**config.mk**
```make
export PLATFORM = sky130hd
export DESIGN_NAME = imem_loader
export DESIGN_NICKNAME = d
export VERILOG_FILES = /design/src/rtl/cpu_pkg.sv /design/src/rtl/byte_pack.sv /design/src/rtl/imem_loader.sv
export SDC_FILE = /design/constraint.sdc
export NUM_CORES = 1
export LEC_CHECK = 0
export ABC_AREA = 1
export CAP_MARGIN = 0
export CORE_AREA = 2 2 113 115
export CTS_CLUSTER_DIAMETER = 40
export CTS_CLUSTER_SIZE = 16
export DETAILED_ROUTE_END_ITERATION = 10
export DIE_AREA = 0 0 115 117
export HOLD_SLACK_MARGIN = 0.08
export PLACE_DENSITY = 0.58
export SLEW_MARGIN = 20
export SYNTH_ARGS = -nofsm -noshare
export SYNTH_HDL_FRONTEND = slang
export SYNTH_HIERARCHICAL = 1
export SYNTH_SLANG_ARGS = --single-unit
export TNS_END_PERCENT = 20
```
**constraint.sdc**
```tcl
create_clock -name clk -period 2.3 [get_ports clk]
set_input_delay 0.46 -clock clk [delete_from_list [all_inputs] [get_ports clk]]
set_output_delay 0.46 -clock clk [all_outputs]
set_load 0.005 [all_outputs]
```
**src/rtl/cpu_pkg.sv**
```systemverilog
// Shared cpu definitions: instruction-memory geometry and the program-loader state encoding.
package cpu_pkg;

    localparam int IMEM_ADDR_W = 8;
    localparam int WORD_W      = 16;

    typedef enum logic [2:0] {
        LD_IDLE,
        LD_LEN_HI,
        LD_LEN_LO,
        LD_DATA_HI,
        LD_DATA_LO,
        LD_CKSUM,
        LD_DONE,
        LD_ERR
    } ld_state_t;

    // States in which the loader takes a byte from the stream.
    function automatic logic ld_rx(input ld_state_t s);
        return s inside {LD_LEN_HI, LD_LEN_LO, LD_DATA_HI, LD_DATA_LO, LD_CKSUM};
    endfunction

endpackage

```
**src/rtl/byte_pack.sv**
```systemverilog
// Assembles high/low stream bytes into one instruction word and issues a one-cycle
// instruction-memory write with a self-incrementing word address.
module byte_pack #(
    parameter int ADDR_W = 8
) (
    input  logic              clk,
    input  logic              rst,
    input  logic              clr,
    input  logic              hi_en,
    input  logic              lo_en,
    input  logic [7:0]        byte_data,
    output logic              we,
    output logic [ADDR_W-1:0] addr,
    output logic [15:0]       wdata
);

    logic [7:0] hi;

    always_ff @(posedge clk or negedge rst) begin
        if (!rst) begin
            hi    <= '0;
            we    <= 1'b0;
            addr  <= '0;
            wdata <= '0;
        end else begin
            we <= lo_en;
            if (hi_en)
                hi <= byte_data;
            if (lo_en)
                wdata <= {hi, byte_data};
            // Words take at least two cycles each, so the bump after a write
            // always lands before the next strobe.
            if (clr)
                addr <= '0;
            else if (we)
                addr <= addr + 1'b1;
        end
    end

endmodule

```
**src/rtl/imem_loader.sv**
```systemverilog
// Program-load front end: parses a length/data/checksum byte stream, writes instruction
// memory from address 0 and releases the cpu from reset once the checksum matches.
module imem_loader
    import cpu_pkg::*;
#(
    parameter int ADDR_W = IMEM_ADDR_W,
    parameter int DATA_W = WORD_W
) (
    input  logic              clk,
    input  logic              rst,
    input  logic              load_start,
    input  logic              byte_valid,
    input  logic [7:0]        byte_data,
    output logic              byte_ready,
    output logic              imem_we,
    output logic [ADDR_W-1:0] imem_addr,
    output logic [DATA_W-1:0] imem_wdata,
    output logic              cpu_rst,
    output logic              done,
    output logic              err
);

    localparam logic [15:0] MAX_N = 16'(1 << ADDR_W);

    ld_state_t       state;
    logic [7:0]      len_hi;
    logic [7:0]      csum;
    logic [ADDR_W:0] nwords;
    logic [ADDR_W:0] wcnt;
    logic [ADDR_W:0] wnext;
    logic [15:0]     len_rx;
    logic            xfer;
    logic            restart;

    assign xfer    = byte_valid & byte_ready;
    assign len_rx  = {len_hi, byte_data};
    assign wnext   = wcnt + 1'b1;
    assign restart = load_start && (state inside {LD_IDLE, LD_DONE, LD_ERR});

    byte_pack #(.ADDR_W(ADDR_W)) u_pack (
        .clk       (clk),
        .rst       (rst),
        .clr       (restart),
        .hi_en     (xfer && state == LD_DATA_HI),
        .lo_en     (xfer && state == LD_DATA_LO),
        .byte_data (byte_data),
        .we        (imem_we),
        .addr      (imem_addr),
        .wdata     (imem_wdata)
    );

    always_ff @(posedge clk or negedge rst) begin
        if (!rst) begin
            state      <= LD_IDLE;
            len_hi     <= '0;
            csum       <= '0;
            nwords     <= '0;
            wcnt       <= '0;
            byte_ready <= 1'b0;
            cpu_rst    <= 1'b0;
            done       <= 1'b0;
            err        <= 1'b0;
        end else begin
            case (state)
                LD_IDLE, LD_DONE, LD_ERR: begin
                    if (load_start) begin
                        state      <= LD_LEN_HI;
                        byte_ready <= ld_rx(LD_LEN_HI);
                        cpu_rst    <= 1'b0;
                        done       <= 1'b0;
                        err        <= 1'b0;
                        csum       <= '0;
                        wcnt       <= '0;
                    end
                end
                LD_LEN_HI: begin
                    if (xfer) begin
                        len_hi <= byte_data;
                        csum   <= csum ^ byte_data;
                        state  <= LD_LEN_LO;
                    end
                end
                LD_LEN_LO: begin
                    if (xfer) begin
                        csum <= csum ^ byte_data;
                        if (len_rx > MAX_N) begin
                            state      <= LD_ERR;
                            byte_ready <= ld_rx(LD_ERR);
                            err        <= 1'b1;
                        end else begin
                            nwords <= len_rx[ADDR_W:0];
                            state  <= (len_rx == 16'd0) ? LD_CKSUM : LD_DATA_HI;
                        end
                    end
                end
                LD_DATA_HI: begin
                    if (xfer) begin
                        csum  <= csum ^ byte_data;
                        state <= LD_DATA_LO;
                    end
                end
                LD_DATA_LO: begin
                    if (xfer) begin
                        csum  <= csum ^ byte_data;
                        wcnt  <= wnext;
                        state <= (wnext == nwords) ? LD_CKSUM : LD_DATA_HI;
                    end
                end
                LD_CKSUM: begin
                    if (xfer) begin
                        byte_ready <= 1'b0;
                        if (byte_data == csum) begin
                            state   <= LD_DONE;
                            done    <= 1'b1;
                            cpu_rst <= 1'b1;
                        end else begin
                            state <= LD_ERR;
                            err   <= 1'b1;
                        end
                    end
                end
                default: begin
                    state      <= LD_IDLE;
                    byte_ready <= 1'b0;
                end
            endcase
        end
    end

endmodule

```
==> flow_metrics.env <==
export IMPL_cp_num_buf_inv=2
export IMPL_worst_path_max_fanout=18
export IMPL_synth_ff_type="dfrtp_1"
export IMPL_rr_endpoint="wcnt[6]$_DFFE_PN0P_"
export IMPL_crit_arrival_ns=2.11
export IMPL_wl_um=8020
export IMPL_p_switching_mw=1.93
export IMPL_utilization=0.371
export IMPL_clk_pin_slew_ns=0.06
export IMPL_crit_path_top_delay_cell="clkdlybuf4s50_1"
export IMPL_fp_dieW_um=115
export IMPL_status="finished, final reports clean"
export IMPL_ctsHoldBuffers=0
export IMPL_setup_violations=0
export IMPL_met1_usage=0.168
export IMPL_ant_nets=0
export IMPL_dpl_cell_area_mm2=0.00427
export IMPL_gp_congestion=0.836
export IMPL_grt_first_pass_wirelength_um=13500
export IMPL_syn_num_nets=428
export IMPL_dp_hpwl_um=5930
export IMPL_cts_sinks=73
export IMPL_yosys_area_share_simple=0.246
export IMPL_swShare=0.360
export IMPL_reg2reg_from="state[1]$_DFFE_PN0P_"
export IMPL_h_tree_depth=3
export IMPL_num_fill_cells=1234
export IMPL_cts_tree="done"
export IMPL_synth_mux_area_frac=0.0277
export IMPL_cts_setup_buffers=0
export IMPL_finClkSkew_ns=0.0111
export IMPL_cts_buffer_depth=2
export IMPL_final_cell_mix="nand2_1, dfrtp_1, inv_1"
export IMPL_cp_end_kind="register"
export IMPL_vias_per_cell=4.65
export IMPL_slowest_delay_ns=0.49
export IMPL_clkLatencyLatePin_ns=0.34
export IMPL_vias=2913
export IMPL_globalRouteOverflowTotal=0
export IMPL_ys_ff_latch=73
export IMPL_route_detailed_drc=0
export IMPL_fin_ws_ns=0.396
export IMPL_synthCells=414
export IMPL_instances_no_fill=627
export IMPL_yosysTopAreaCell="dfrtp_1"
export IMPL_cts_root_buf="clkbuf_16"
export IMPL_peakVddDrop_mv=0.511
export IMPL_fin_nets=486
export IMPL_layout_commonest_cell="nand2_1"
export IMPL_synth_top_family_by_area="simple AND/OR/NAND/NOR gates"
export IMPL_yosysTopAreaCellShare=0.506
export IMPL_synth_cell_types=34
export IMPL_reg2reg_depth=7
export IMPL_crit_end="nwords[4]$_DFFE_PN0P_"
export IMPL_rrSetupSlack_ns=0.46
export IMPL_drive_gt1_frac=0.161
export IMPL_grt_util_met3=0.0319
export IMPL_antenna_found_initial=0
export IMPL_startpoint_type="primary input"
export IMPL_met2_usage=0.196
export IMPL_setup_tns_ns=0
export IMPL_avgSynthCellArea_um2=8.72
export IMPL_leakagePower_nw=2.12
export IMPL_worst_setup_path_type="primary input to register"
export IMPL_p_per_area_mw_per_mm2=1170
export IMPL_drtIter0Drc=115
export IMPL_drv_slew=0
export IMPL_synth_area_mm2=0.00361
export IMPL_die_h_um=117
export IMPL_timing_slew_headroom=0.576
export IMPL_ctsResizeCount=0
export IMPL_start_util=0.293
export IMPL_grt_pass1_vias=2823
export IMPL_die_area_mm2=0.0135
export IMPL_synthAdderAreaFrac=0.00693
export IMPL_top_usage_layer="met2"
export IMPL_post_drt_wl_per_cell_um=12.8
export IMPL_synth_warnings=6
export IMPL_max_cap_violations=0
export IMPL_path_cells="clkdlybuf4s50_1 -> inv_1 -> nand4_1 -> nor2_1 -> nand2_1 -> a21oi_2 -> nand2_2 -> nand2_1 -> o21ai_2"
export IMPL_fin_crit_ns=1.90
export IMPL_dr_pass1_iters=5
export IMPL_grt_usage=0.127
export IMPL_cts_made_buffers=9
export IMPL_dp_cells=611
export IMPL_hold_class="primary input to async pin"
export IMPL_port_buffers=40
export IMPL_pwr_share_clk=0.261
export IMPL_synth_edf_count=0
export IMPL_ys_seq_area_frac=0.506
export IMPL_worst_path_stages=9
export IMPL_synth_async_reset_ratio=1.00
export IMPL_finalHoldViolCount=0
export IMPL_num_rows=41
export IMPL_path_delay_family="simple AND/OR/NAND/NOR gates"
export IMPL_final_area_mm2=0.00456
export IMPL_ios=41
export IMPL_area_growth_pct=26.3
export IMPL_synth_compound_gate_area_share=0.117
export IMPL_grt_max_degree=28
export IMPL_finalCritPeriodShare=0.828
export IMPL_cp_common_cell="nand2_1"
export IMPL_dp_slack_ns=0.0556
export IMPL_yosys_top_cells_area="dfrtp_1, nand2_1, inv_1"
export IMPL_diodes=0
export IMPL_max_freq_ghz=0.525
export IMPL_synth_xor_area_frac=0.0267
export IMPL_seq_power_share=0.372
export IMPL_intPower_mw=3.43
export IMPL_comb_power_share=0.367
export IMPL_cp_required_ns=2.51
export IMPL_worstSetupStartpoint="byte_data[0]"
export IMPL_rsz0062_at_grt="false"
export IMPL_worst_slew_pin_slew_ns=0.636
export IMPL_core_region_area_mm2=0.0123
==> layout make-up <==
type                       count  area [um2]  area share
sequential                    73        1830       0.400
multi-input combinational    280        1530       0.336
timing repair buffer          55         520       0.114
clock buffer                  10         229      0.0502
inverter                      53         199      0.0436
tap                          150         188      0.0411
clock inverter                 6        67.6      0.0148
==> flip-flops by register name, summed over array words and instances, names as in the netlist, 3 cells and up <==
register      count
len_hi            8
u_pack/wdata     16
u_pack/hi         8
u_pack/addr       8
wcnt              9
csum              8
state             3
nwords            9
==> synthesized netlist by cell type (2+ instances only) <==
cell type,n
a21oi_1,16
a21oi_2,2
buf_2,4
buf_6,2
dfrtp_1,73
ha_1,2
inv_1,47
inv_2,6
mux2_2,8
nand2_1,99
nand2_2,6
nand2_4,3
nand3_1,28
nand3b_1,4
nand4_1,4
nor2_1,29
nor2_2,2
nor2_4,6
nor3_1,2
o21ai_0,31
o21ai_2,9
o22ai_1,7
o41ai_1,4
xnor2_1,6
xor2_1,5
==> power by group through the flow <==
stage | Clock [mW] | Sequential, mW | Combinational, mW
floorplan | 0 | 1.97 | 1.27
global placement | 0 | 2.01 | 1.95
detailed placement | 0 | 2.01 | 1.98
CTS | 1.44 | 2.00 | 2.00
global route | 1.49 | 2.06 | 2.22
finish | 1.40 | 1.99 | 1.97
==> cells by family (layout without fill, tap and decap cells) <==
family / after synthesis / in the layout
compound gates: 71 / 71
xor+xnor: 11 / 11
fa+ha+maj: 2 / 2
buf+inv: 61 / 124
flops: 73 / 73
mux: 9 / 9
simple gates: 187 / 187
==> metrics by stage <==
stage / hold WS, ns / power [mW]
after global routing: 0.188 / 5.77
after floorplan: 0.164 / 3.25
after global placement: 0.471 / 3.96
final: 0.137 / 5.36
after CTS: 0.151 / 5.43
after detailed placement: 0.476 / 3.99
==> worst min-delay path by stage <==
stage	start	end	slack [ns]	cells past startpoint
floorplan	rst	byte_ready$_DFFE_PN0P_	0.16	0
global placement	len_hi[7]$_DFFE_PN0P_	len_hi[7]$_DFFE_PN0P_	0.47	2
detailed placement	len_hi[7]$_DFFE_PN0P_	len_hi[7]$_DFFE_PN0P_	0.48	2
CTS	rst	u_pack/wdata[14]$_DFFE_PN0P_	0.15	1
global route	rst	u_pack/wdata[14]$_DFFE_PN0P_	0.19	1
finish	rst	u_pack/wdata[14]$_DFFE_PN0P_	0.14	1
==> routing by layer <==
layer,share of wire,wire length (um),vias up
met3,0.045,359,10
met5,0,0,-
met1,0.48,3870,1371
li1,-,-,1462
met4,0.015,119,0
met2,0.46,3670,70
No activity file was read; power rests on OpenSTA's default activity.
